<file path="config.mk">
export PLATFORM = sky130hd
export DESIGN_NAME = mul1_res_pipe
export DESIGN_NICKNAME = d
export VERILOG_FILES = /design/src/rtl/mul_pkg.sv /design/src/rtl/mul1_res_core.sv /design/src/rtl/mul1_res_pipe.sv
export SDC_FILE = /design/constraint.sdc
export NUM_CORES = 1
export LEC_CHECK = 0
export BUFFER_PORTS_ARGS = -buffer_cell sky130_fd_sc_hd__buf_2
export CORE_ASPECT_RATIO = 1.75
export CORE_MARGIN = 4
export CORE_UTILIZATION = 50
export CTS_CLUSTER_SIZE = 24
export DETAILED_ROUTE_END_ITERATION = 10
export GPL_TIMING_DRIVEN = 0
export PLACE_DENSITY = 0.85
export SLEW_MARGIN = 30
export SYNTH_ARGS = -nofsm -noshare
export SYNTH_HDL_FRONTEND = slang
export SYNTH_SLANG_ARGS = --single-unit
</file>
<file path="constraint.sdc">
create_clock -name clk -period 5.4 [get_ports clk]
set_clock_uncertainty 0.2 [all_clocks]
set_input_delay 0.27 -clock clk [delete_from_list [all_inputs] [get_ports clk]]
set_output_delay 0.27 -clock clk [all_outputs]
set_load 0.005 [all_outputs]
</file>
<file path="src/rtl/mul_pkg.sv">
// Shared types and helpers for the multiplier result-preparation pipeline.
package mul_pkg;

  typedef enum logic [1:0] {
    CLS_NORM = 2'b00,
    CLS_ZERO = 2'b01,
    CLS_INF  = 2'b10,
    CLS_NAN  = 2'b11
  } spec_cls_e;

  function automatic int bias(input int expo_w);
    return (1 << (expo_w - 1)) - 1;
  endfunction

endpackage

</file>
<file path="src/rtl/mul1_res_core.sv">
// Stage-1 combinational logic: product sign/exponent, mantissa leading-zero
// analysis, normalisation shift amounts and special-value classification.
module mul1_res_core
  import mul_pkg::*;
#(
  parameter int SIGN_W = 1,
  parameter int EXPO_W = 8,
  parameter int MANT_W = 23,
  localparam int ZERO_D = $clog2(MANT_W + 1),
  localparam int EW     = EXPO_W + 2,
  localparam int SW     = ZERO_D + 1
) (
  input  logic [SIGN_W-1:0] a_sign,
  input  logic [SIGN_W-1:0] b_sign,
  input  logic [EXPO_W-1:0] a_expo,
  input  logic [EXPO_W-1:0] b_expo,
  input  logic [MANT_W-1:0] a_mant,
  input  logic [MANT_W-1:0] b_mant,
  output logic [SIGN_W-1:0] sign_1,
  output logic [EW-1:0]     expo_1,
  output logic [ZERO_D-1:0] zero_nums_uc,
  output logic [MANT_W:0]   mask_short,
  output logic [SW-1:0]     r_shift,
  output logic [SW-1:0]     l_shift,
  output spec_cls_e         spec_cls
);

  localparam logic [EW-1:0] BIAS_V = EW'(bias(EXPO_W));

  logic          a_sub, b_sub;
  logic [EW-1:0] ea, eb, diff, em1;
  logic [MANT_W:0] mant_input;
  logic a_nan, b_nan, a_inf, b_inf, a_zero, b_zero;

  assign a_sub  = (a_expo == '0);
  assign b_sub  = (b_expo == '0);
  assign sign_1 = a_sign ^ b_sign;

  // Subnormals use an effective exponent of 1.
  assign ea     = a_sub ? EW'(1) : EW'(a_expo);
  assign eb     = b_sub ? EW'(1) : EW'(b_expo);
  assign expo_1 = ea + eb - BIAS_V;

  always_comb begin
    mant_input = {1'b1, {MANT_W{1'b0}}};
    if (a_sub)      mant_input = {1'b0, a_mant};
    else if (b_sub) mant_input = {1'b0, b_mant};
  end

  // Highest set bit wins; an all-zero input saturates at MANT_W.
  always_comb begin
    zero_nums_uc = ZERO_D'(MANT_W);
    for (int i = 0; i <= MANT_W; i++)
      if (mant_input[i]) zero_nums_uc = ZERO_D'(MANT_W - i);
  end

  always_comb begin
    mask_short = '0;
    for (int i = 0; i <= MANT_W; i++)
      mask_short[i] = |(mant_input >> i);
  end

  assign diff = EW'(1) - expo_1;
  assign em1  = expo_1 - EW'(1);

  always_comb begin
    r_shift = '0;
    l_shift = '0;
    if ($signed(expo_1) < $signed(EW'(1))) begin
      r_shift = (diff > EW'(MANT_W + 2)) ? SW'(MANT_W + 2) : diff[SW-1:0];
    end else begin
      l_shift = (em1 > EW'(zero_nums_uc)) ? SW'(zero_nums_uc) : em1[SW-1:0];
    end
  end

  assign a_nan  = (&a_expo) && (a_mant != '0);
  assign b_nan  = (&b_expo) && (b_mant != '0);
  assign a_inf  = (&a_expo) && (a_mant == '0);
  assign b_inf  = (&b_expo) && (b_mant == '0);
  assign a_zero = a_sub && (a_mant == '0);
  assign b_zero = b_sub && (b_mant == '0);

  always_comb begin
    spec_cls = CLS_NORM;
    if (a_nan || b_nan || (a_inf && b_zero) || (b_inf && a_zero)) spec_cls = CLS_NAN;
    else if (a_inf || b_inf)                                      spec_cls = CLS_INF;
    else if (a_zero || b_zero)                                    spec_cls = CLS_ZERO;
  end

endmodule

</file>
<file path="src/rtl/mul1_res_pipe.sv">
// Valid/ready pipeline carrying the stage-1 multiplier result fields through
// STAGES register stages; all arithmetic happens once in mul1_res_core.
module mul1_res_pipe
  import mul_pkg::*;
#(
  parameter int SIGN_W = 1,
  parameter int EXPO_W = 8,
  parameter int MANT_W = 23,
  parameter int STAGES = 2,
  localparam int ZERO_D = $clog2(MANT_W + 1)
) (
  input  logic                clk,
  input  logic                rst,
  input  logic                flush,
  input  logic                in_valid,
  output logic                in_ready,
  input  logic [SIGN_W-1:0]   a_sign,
  input  logic [SIGN_W-1:0]   b_sign,
  input  logic [EXPO_W-1:0]   a_expo,
  input  logic [EXPO_W-1:0]   b_expo,
  input  logic [MANT_W-1:0]   a_mant,
  input  logic [MANT_W-1:0]   b_mant,
  output logic                out_valid,
  input  logic                out_ready,
  output logic [SIGN_W-1:0]   sign_1,
  output logic [EXPO_W+1:0]   expo_1,
  output logic [ZERO_D-1:0]   zero_nums_uc,
  output logic [MANT_W:0]     mask_short,
  output logic [ZERO_D:0]     r_shift,
  output logic [ZERO_D:0]     l_shift,
  output logic [1:0]          spec_cls
);

  localparam int DW = SIGN_W + (EXPO_W + 2) + ZERO_D + (MANT_W + 1) + 2 * (ZERO_D + 1) + 2;

  if (STAGES < 1 || STAGES > 4) begin : g_bad_stages
    $error("mul1_res_pipe: STAGES must be in 1..4");
  end

  logic [SIGN_W-1:0] c_sign;
  logic [EXPO_W+1:0] c_expo;
  logic [ZERO_D-1:0] c_lz;
  logic [MANT_W:0]   c_mask;
  logic [ZERO_D:0]   c_r, c_l;
  spec_cls_e         c_cls;

  mul1_res_core #(
    .SIGN_W(SIGN_W), .EXPO_W(EXPO_W), .MANT_W(MANT_W)
  ) u_core (
    .a_sign(a_sign), .b_sign(b_sign), .a_expo(a_expo), .b_expo(b_expo),
    .a_mant(a_mant), .b_mant(b_mant), .sign_1(c_sign), .expo_1(c_expo),
    .zero_nums_uc(c_lz), .mask_short(c_mask), .r_shift(c_r), .l_shift(c_l),
    .spec_cls(c_cls)
  );

  logic [DW-1:0]             d_in;
  logic [STAGES:1][DW-1:0]   data_q;
  logic [STAGES:1]           vld_pipe;
  logic [STAGES:1]           rdy;

  assign d_in = {c_sign, c_expo, c_lz, c_mask, c_r, c_l, c_cls};

  // Stage k can take data if any stage from k to the output has a hole.
  for (genvar k = 1; k <= STAGES; k++) begin : g_rdy
    assign rdy[k] = out_ready | ~(&vld_pipe[STAGES:k]);
  end

  assign in_ready  = rdy[1] & ~flush;
  assign out_valid = vld_pipe[STAGES];

  always_ff @(posedge clk or posedge rst) begin
    if (rst) begin
      vld_pipe <= '0;
      data_q   <= '0;
    end else if (flush) begin
      vld_pipe <= '0;
    end else begin
      if (rdy[1]) vld_pipe[1] <= in_valid;
      if (rdy[1] && in_valid) data_q[1] <= d_in;
      for (int k = 2; k <= STAGES; k++) begin
        if (rdy[k]) begin
          vld_pipe[k] <= vld_pipe[k-1];
          if (vld_pipe[k-1]) data_q[k] <= data_q[k-1];
        end
      end
    end
  end

  assign {sign_1, expo_1, zero_nums_uc, mask_short, r_shift, l_shift, spec_cls} = data_q[STAGES];

endmodule

</file>
Word level (Yosys, flattened, before mapping):

Index checks and enable logic that the tools add are counted.

* register bits after elaboration: 110
* bits in latches: 0
* memory bits (writable): 0
* ROM bits: 0
* output and inout bits: 56
* memories: 0

* add/subtract/negate cells: 4
* multipliers: 0
* div/mod/pow operators: 0
* order comparisons: 3
* eq/ne operators: 0
* shift operators: 0
* mux-type cells: 37
* bitwise logic cells: 7
* reduce and logical (&&, ||, !) cells: 50

Operators with widths (number)
* 2-to-1 mux 5 bit: 22
* 2-to-1 mux 24 bit: 2
* logical NOT 23 bit: 2
* nonzero test 23 bit: 2
* 2-to-1 mux 6 bit: 4
* OR reduction 24 bit: 1
* OR reduction 23 bit: 1
* OR reduction 22 bit: 1
* OR reduction 21 bit: 1
* OR reduction 20 bit: 1
* OR reduction 19 bit: 1
* OR reduction 18 bit: 1
* OR reduction 17 bit: 1
* logical NOT 8 bit: 2
* 2-to-1 mux 8 bit: 2
* AND reduction 8 bit: 2
* OR reduction 16 bit: 1
* OR reduction 15 bit: 1
* OR reduction 14 bit: 1
* OR reduction 13 bit: 1
* OR reduction 12 bit: 1
* OR reduction 11 bit: 1
* adder 10 bit: 1
* > comparator 10 x 5 -> 1 bit: 1
* other kinds (25): 47

Depth between registers and ports, before layout:

* depth after elaboration: 29
* gate-level depth with buffers: 21

Hierarchy:

A second synthesis with hierarchy kept.

* cell total of the unflattened synthesis: 622
* area, all modules: 6755.2 um2

Modules (own cells, without submodules)
* mul1_res_pipe: times used 1, cells an instance 293, area an instance 4767.1 um2
* mul1_res_core: times used 1, cells an instance 329, area an instance 1988.2 um2

Worst setup path after synthesis:

No wires, ideal clock.

* path kind: input -> register
* start: in a_expo[7]
* end: reg data_q[3] in the netlist's numbering
* arrival: 4616 ps
* data required time: 5125 ps
* path slack: 509 ps
* stages: 20
* path buffers: 1
* path through: or4_1 nor2_1 clkbuf_1 nor2_1 ha_1 inv_1 ha_1 inv_1 fa_1 xor2_1 nand3_1 xnor2_1 ha_1 nand2_1 a21oi_1 a211oi_1 o21ai_0 a211oi_2 mux2_2 o21ai_2

* cells in the longest elaborated chain, start to end: 28
* elaborated cells between the ends (all ways): 33
* those cells by class: add/sub (3); order compare (2); mux (27); reduce/logical (1)

RTL lines
* start, declared: RTL line mul1_res_pipe.sv:19 `input logic [EXPO_W-1:0] a_expo,`
* logical NOT 8 bit: RTL line mul1_res_core.sv:35 `assign a_sub = (a_expo == '0);`
* 2-to-1 mux 24 bit: RTL line mul1_res_core.sv:46 `if (a_sub) mant_input = {1'b0, a_mant};`
* 2-to-1 mux 1 bit: RTL line mul1_res_core.sv:54 `if (mant_input[i]) zero_nums_uc = ZERO_D'(MANT_W - i);`
* 2-to-1 mux 5 bit (22 in a row): RTL line mul1_res_core.sv:54
* > comparator 10 x 5 -> 1 bit: RTL line mul1_res_core.sv:72 `l_shift = (em1 > EW'(zero_nums_uc)) ? SW'(zero_nums_uc) : em1[SW-1:0];`
* 2-to-1 mux 6 bit: RTL line mul1_res_core.sv:72
* 2-to-1 mux 6 bit (*): RTL line mul1_res_core.sv:69 `if ($signed(expo_1) < $signed(EW'(1))) begin`
* end signal, assigned by index: RTL line mul1_res_pipe.sv:83 `if (vld_pipe[k-1]) data_q[k] <= data_q[k-1];`
* end, declared: RTL line mul1_res_pipe.sv:57 `logic [STAGES:1][DW-1:0] data_q;`

Every way passes the cells marked *; elsewhere a longest branch is shown, timed or not.
A chain may end at the register's enable or synchronous reset.

Worst setup path in the final report:

* start: in a_expo[7]
* end: reg data_q[4] in the netlist's numbering

Same word-level chain as after synthesis.

==> metrics.txt <==
# TYPE chip_impl_metric gauge
chip_impl_info{name="status",value="finished clean"} 1
chip_impl_metric{name="powerDensity",unit="nW/um^2"} 286
chip_impl_metric{name="finish.net_count",unit=""} 891
chip_impl_metric{name="top_level_pins",unit=""} 125
chip_impl_metric{name="synth-edff-count",unit=""} 0
chip_impl_metric{name="final_min_period_over_clock_period",unit=""} 0.938
chip_impl_metric{name="grt_pass1_wl",unit="mm"} 28.0
chip_impl_metric{name="p_int",unit="mW"} 1.56
chip_impl_metric{name="clock.fmax",unit="MHz"} 197
chip_impl_info{name="path_common_cell",value="sky130_fd_sc_hd__ha_1"} 1
chip_impl_metric{name="synth-warning-count",unit=""} 0
chip_impl_metric{name="grt_max_degree",unit=""} 75
chip_impl_metric{name="detail_route.wl_per_cell",unit="microns"} 18.5
chip_impl_info{name="worst-setup-path-type",value="in2reg"} 1
chip_impl_metric{name="track_usage",unit=""} 0.241
chip_impl_info{name="timing.critical_path.cells",value="buf_2 -> or4_1 -> nor2_4 -> clkbuf_2 -> nor2_1 -> ha_1 -> inv_1 -> ha_1 -> inv_1 -> fa_1 -> ha_1 -> and2_1 -> nand2_1 -> nand2_1 -> ha_1 -> nand2_1 -> a21oi_1 -> a211oi_1 -> o21ai_0 -> a211oi_2 -> buf_4 -> buf_4 -> or4b_1 -> nand3_1"} 1
chip_impl_metric{name="final-hold-violation-count",unit=""} 0
chip_impl_metric{name="final-instance-count-excl-fill",unit=""} 969
chip_impl_metric{name="portBuffers",unit=""} 124
chip_impl_metric{name="syn_avg_cell_area",unit="sq um"} 9.87
chip_impl_metric{name="antenna_violations_before_repair",unit=""} 0
chip_impl_metric{name="route.detailed.drc",unit=""} 0
chip_impl_metric{name="layout.core_utilization",unit=""} 0.612
chip_impl_metric{name="clock_latency",unit="ns"} 0.35
chip_impl_info{name="synth_ff_type",value="sky130_fd_sc_hd__dfrtp_1"} 1
chip_impl_metric{name="drt-pass1-iter-count",unit=""} 5
chip_impl_metric{name="die_height",unit="microns"} 159
chip_impl_metric{name="synth_cell_types",unit=""} 75
chip_impl_metric{name="post_synth_inst_count",unit=""} 656
chip_impl_metric{name="synth_nets",unit=""} 750
chip_impl_metric{name="count_of_inserted_antenna_diode_cells",unit=""} 0
chip_impl_metric{name="asyncSetResetFlopFracSynth",unit=""} 1.00
chip_impl_metric{name="fp.dieArea",unit="sq um"} 14900
chip_impl_info{name="unrepaired_setup_endpoints_after_global_routing",value="no"} 1
chip_impl_metric{name="layout_min_cycle_time",unit="ns"} 5.06
chip_impl_metric{name="register_bit_total_from_synthesis",unit=""} 110
chip_impl_metric{name="core-area",unit="sq um"} 12600
chip_impl_metric{name="net-switching-power",unit="mW"} 0.640
chip_impl_metric{name="cellLeakagePower",unit="nW"} 3.39
chip_impl_metric{name="power_frac_clock",unit=""} 0.301
chip_impl_info{name="tritoncts",value="done"} 1
chip_impl_info{name="final_cell_mix",value="127 x sky130_fd_sc_hd__buf_2, 110 x sky130_fd_sc_hd__dfrtp_1, 62 x sky130_fd_sc_hd__nor2_1, 57 x sky130_fd_sc_hd__mux2_2, 55 x sky130_fd_sc_hd__buf_4"} 1
chip_impl_info{name="hp-class",value="in2reg"} 1
chip_impl_metric{name="antenna_violating_nets_post_route",unit=""} 0
chip_impl_metric{name="final_layout_size_suffix_gt1_frac",unit=""} 0.347
chip_impl_metric{name="p_seq_frac",unit=""} 0.438
chip_impl_info{name="cts_root_buf",value="sky130_fd_sc_hd__clkbuf_16"} 1
chip_impl_metric{name="cts.htree.levels",unit=""} 3
chip_impl_metric{name="yosysSeqAreaShare",unit=""} 0.425
chip_impl_info{name="worst_path_max_delay_cell",value="sky130_fd_sc_hd__or4_1"} 1
chip_impl_metric{name="maxCapViolCount",unit=""} 0
chip_impl_metric{name="place_congestion",unit=""} 0.937
chip_impl_metric{name="dr.first_iter.drc_count",unit=""} 396
chip_impl_metric{name="count_of_buffer_and_inverter_cells_on_the_critical_path",unit=""} 6
chip_impl_metric{name="cp_data_required_time",unit="ns"} 5.48
chip_impl_metric{name="dpl.hpwl",unit="mm"} 14.0
chip_impl_metric{name="cp.arrival",unit="ns"} 5.15
chip_impl_info{name="setup.worst_path.start_class",value="primary input"} 1
chip_impl_metric{name="start_util",unit=""} 0.515
chip_impl_metric{name="first_global_vias",unit=""} 5593
chip_impl_metric{name="area_delta_synth_final",unit="%"} 18.8
chip_impl_metric{name="p_comb_frac",unit=""} 0.261
chip_impl_metric{name="placedCellCount",unit=""} 949
chip_impl_metric{name="vias",unit=""} 5538
chip_impl_metric{name="maxSlewHeadroom",unit=""} 0.490
chip_impl_metric{name="finalMaxSlewViolations",unit=""} 0
chip_impl_metric{name="max_stage_delay",unit="ns"} 0.63
chip_impl_metric{name="switching_part_of_the_total_power",unit=""} 0.291
chip_impl_metric{name="post_synth_instance_area",unit="sq um"} 6470
chip_impl_metric{name="timing_worst_slew_pin_value",unit="ns"} 0.763
chip_impl_info{name="cell_family_contributing_the_most_delay_on_the_critical_path",value="simple AND/OR/NAND/NOR gates"} 1
chip_impl_metric{name="placement_rows",unit=""} 54
chip_impl_metric{name="irDropWorstVdd",unit="mV"} 0.182
chip_impl_metric{name="clock_tree.buffer_depth",unit=""} 2
chip_impl_info{name="most_common_cell_after_layout_fill_and_taps_aside",value="sky130_fd_sc_hd__buf_2"} 1
chip_impl_metric{name="path_clk_slew",unit="ns"} 0.07
chip_impl_info{name="endpoint_kind",value="flop"} 1
chip_impl_metric{name="tritoncts.num_buffers",unit=""} 9
chip_impl_metric{name="cts_sinks",unit=""} 110
chip_impl_metric{name="grt-ovfl-total",unit=""} 0
chip_impl_metric{name="post_drt_via_cell_ratio",unit=""} 5.72
chip_impl_metric{name="routed_wirelength",unit="mm"} 17.9
chip_impl_metric{name="die_x",unit="microns"} 94.0
chip_impl_metric{name="finalSetupViolCount",unit=""} 0
chip_impl_metric{name="cp_max_fo",unit=""} 10
## repair_timing
| item | CTS | global route |
|---|---|---|
| pin swaps | 1 | 0 |
| buffers inserted | 2 | 0 |
| hold buffers | 3 | 0 |
| resized for setup | 2 | 2 |
| endpoints found under the setup margin | 5 | 5 |
| hold endpoints to repair | 38 | 0 |
## flip-flops by register name (all words and copies together), names as in the netlist
register      count
data_q           54
mask_short       24
expo_1           10
l_shift           6
r_shift           6
zero_nums_uc      5
spec_cls          2
vld_pipe          2
sign_1            1
## Yosys cell counts (4+ instances only)
master / n / share of area
sky130_fd_sc_hd__dfrtp_1: 110 / 0.43
sky130_fd_sc_hd__nor2_1: 63 / 0.037
sky130_fd_sc_hd__mux2_2: 57 / 0.099
sky130_fd_sc_hd__buf_4: 53 / 0.061
sky130_fd_sc_hd__nand2_1: 48 / 0.028
sky130_fd_sc_hd__o21ai_0: 34 / 0.026
sky130_fd_sc_hd__inv_1: 26 / 0.015
sky130_fd_sc_hd__ha_1: 24 / 0.046
sky130_fd_sc_hd__clkbuf_1: 23 / 0.013
sky130_fd_sc_hd__a21oi_1: 22 / 0.017
sky130_fd_sc_hd__nand3_1: 13 / 0.010
sky130_fd_sc_hd__nor3_1: 12 / 0.0093
sky130_fd_sc_hd__nand4_1: 9 / 0.0087
sky130_fd_sc_hd__a31oi_1: 8 / 0.0077
sky130_fd_sc_hd__buf_1: 8 / 0.0046
sky130_fd_sc_hd__o21ai_1: 8 / 0.0062
sky130_fd_sc_hd__a22oi_1: 7 / 0.0081
sky130_fd_sc_hd__o22ai_1: 7 / 0.0068
sky130_fd_sc_hd__and2_1: 6 / 0.0058
sky130_fd_sc_hd__nor4_1: 6 / 0.0058
sky130_fd_sc_hd__mux2i_1: 5 / 0.0077
sky130_fd_sc_hd__o211ai_1: 5 / 0.0058
sky130_fd_sc_hd__o21a_1: 5 / 0.0058
sky130_fd_sc_hd__or3_1: 5 / 0.0048
sky130_fd_sc_hd__xnor2_1: 5 / 0.0068
sky130_fd_sc_hd__a221oi_1: 4 / 0.0054
sky130_fd_sc_hd__nand2b_1: 4 / 0.0039
## power groups by stage
stage	Combinational [mW]	Sequential, mW	Clock, mW
2_1_floorplan	0.380	0.961	0
3_3_place_gp	0.548	0.975	0
3_5_place_dp	0.567	0.979	0
4_1_cts	0.574	0.963	0.672
5_1_grt	0.635	0.972	0.705
6_report	0.575	0.962	0.663
## worst register-to-register path: cells and delay by family, from the launching register on
| kind | cells | cell delay, ns |
|---|---|---|
| AND/OR/NAND/NOR | 5 | 1.85 |
| AO/OA/AOI/OAI | 1 | 0.27 |
| flip-flops | 1 | 0.38 |
## worst paths after layout
kind,cells past startpoint,slack [ns],end,from
worst max-delay path,24,0.34,data_q[4],a_expo[7]
worst min-delay path,4,0.02,vld_pipe[2],out_ready
worst max register to register,6,2.56,data_q[20],vld_pipe[2]
worst min register to register,2,0.28,data_q[48],data_q[48]
max in group asynchronous,4,4.08,spec_cls[1],rst
min in group asynchronous,3,0.25,mask_short[9],rst
## cell families after synthesis
family	after synthesis	share of synthesized area
AND/OR/NAND/NOR	191	0.150
AO/OA/AOI/OAI	145	0.158
buffers and inverters	114	0.0974
flip-flops	110	0.425
multiplexers	62	0.107
adder cells (fa/ha/maj)	25	0.0495
XOR/XNOR	9	0.0133
## routing by layer
metal / vias to the layer above / wire [microns] / global-route usage
met2: 215 / 9550 / 0.436
met3: 48 / 1040 / 0.0317
li1: 2592 / - / -
met5: - / 0 / 0
met1: 2683 / 6710 / 0.283
met4: 0 / 596 / 0.106
## area by class of cell
class                           count  area, sq um
Inverter                           27          106
Fill cell                        1117         4880
Clock buffer                       11          233
Clock inverter                      4         57.6
Sequential cell                   110         2750
Tap cell                          168          210
Timing Repair Buffer              130          693
Multi-Input combinational cell    432         3110
Buffer                             87          531
## stage by stage
step	setup slack, ns	instance area [sq um]	setup TNS, ns	hold WS [ns]	power [mW]
6_report	0.337	7690	0	0.0240	2.20
5_1_grt	0.0839	7690	0	0.0562	2.31
2_1_floorplan	0.509	6470	0	0.136	1.34
3_5_place_dp	-0.752	7340	-3.32	0.0880	1.55
4_1_cts	0.184	7680	0	0.0196	2.21
3_3_place_gp	-0.676	7310	-2.90	0.255	1.52
No activity file was read; power rests on OpenSTA's default activity.
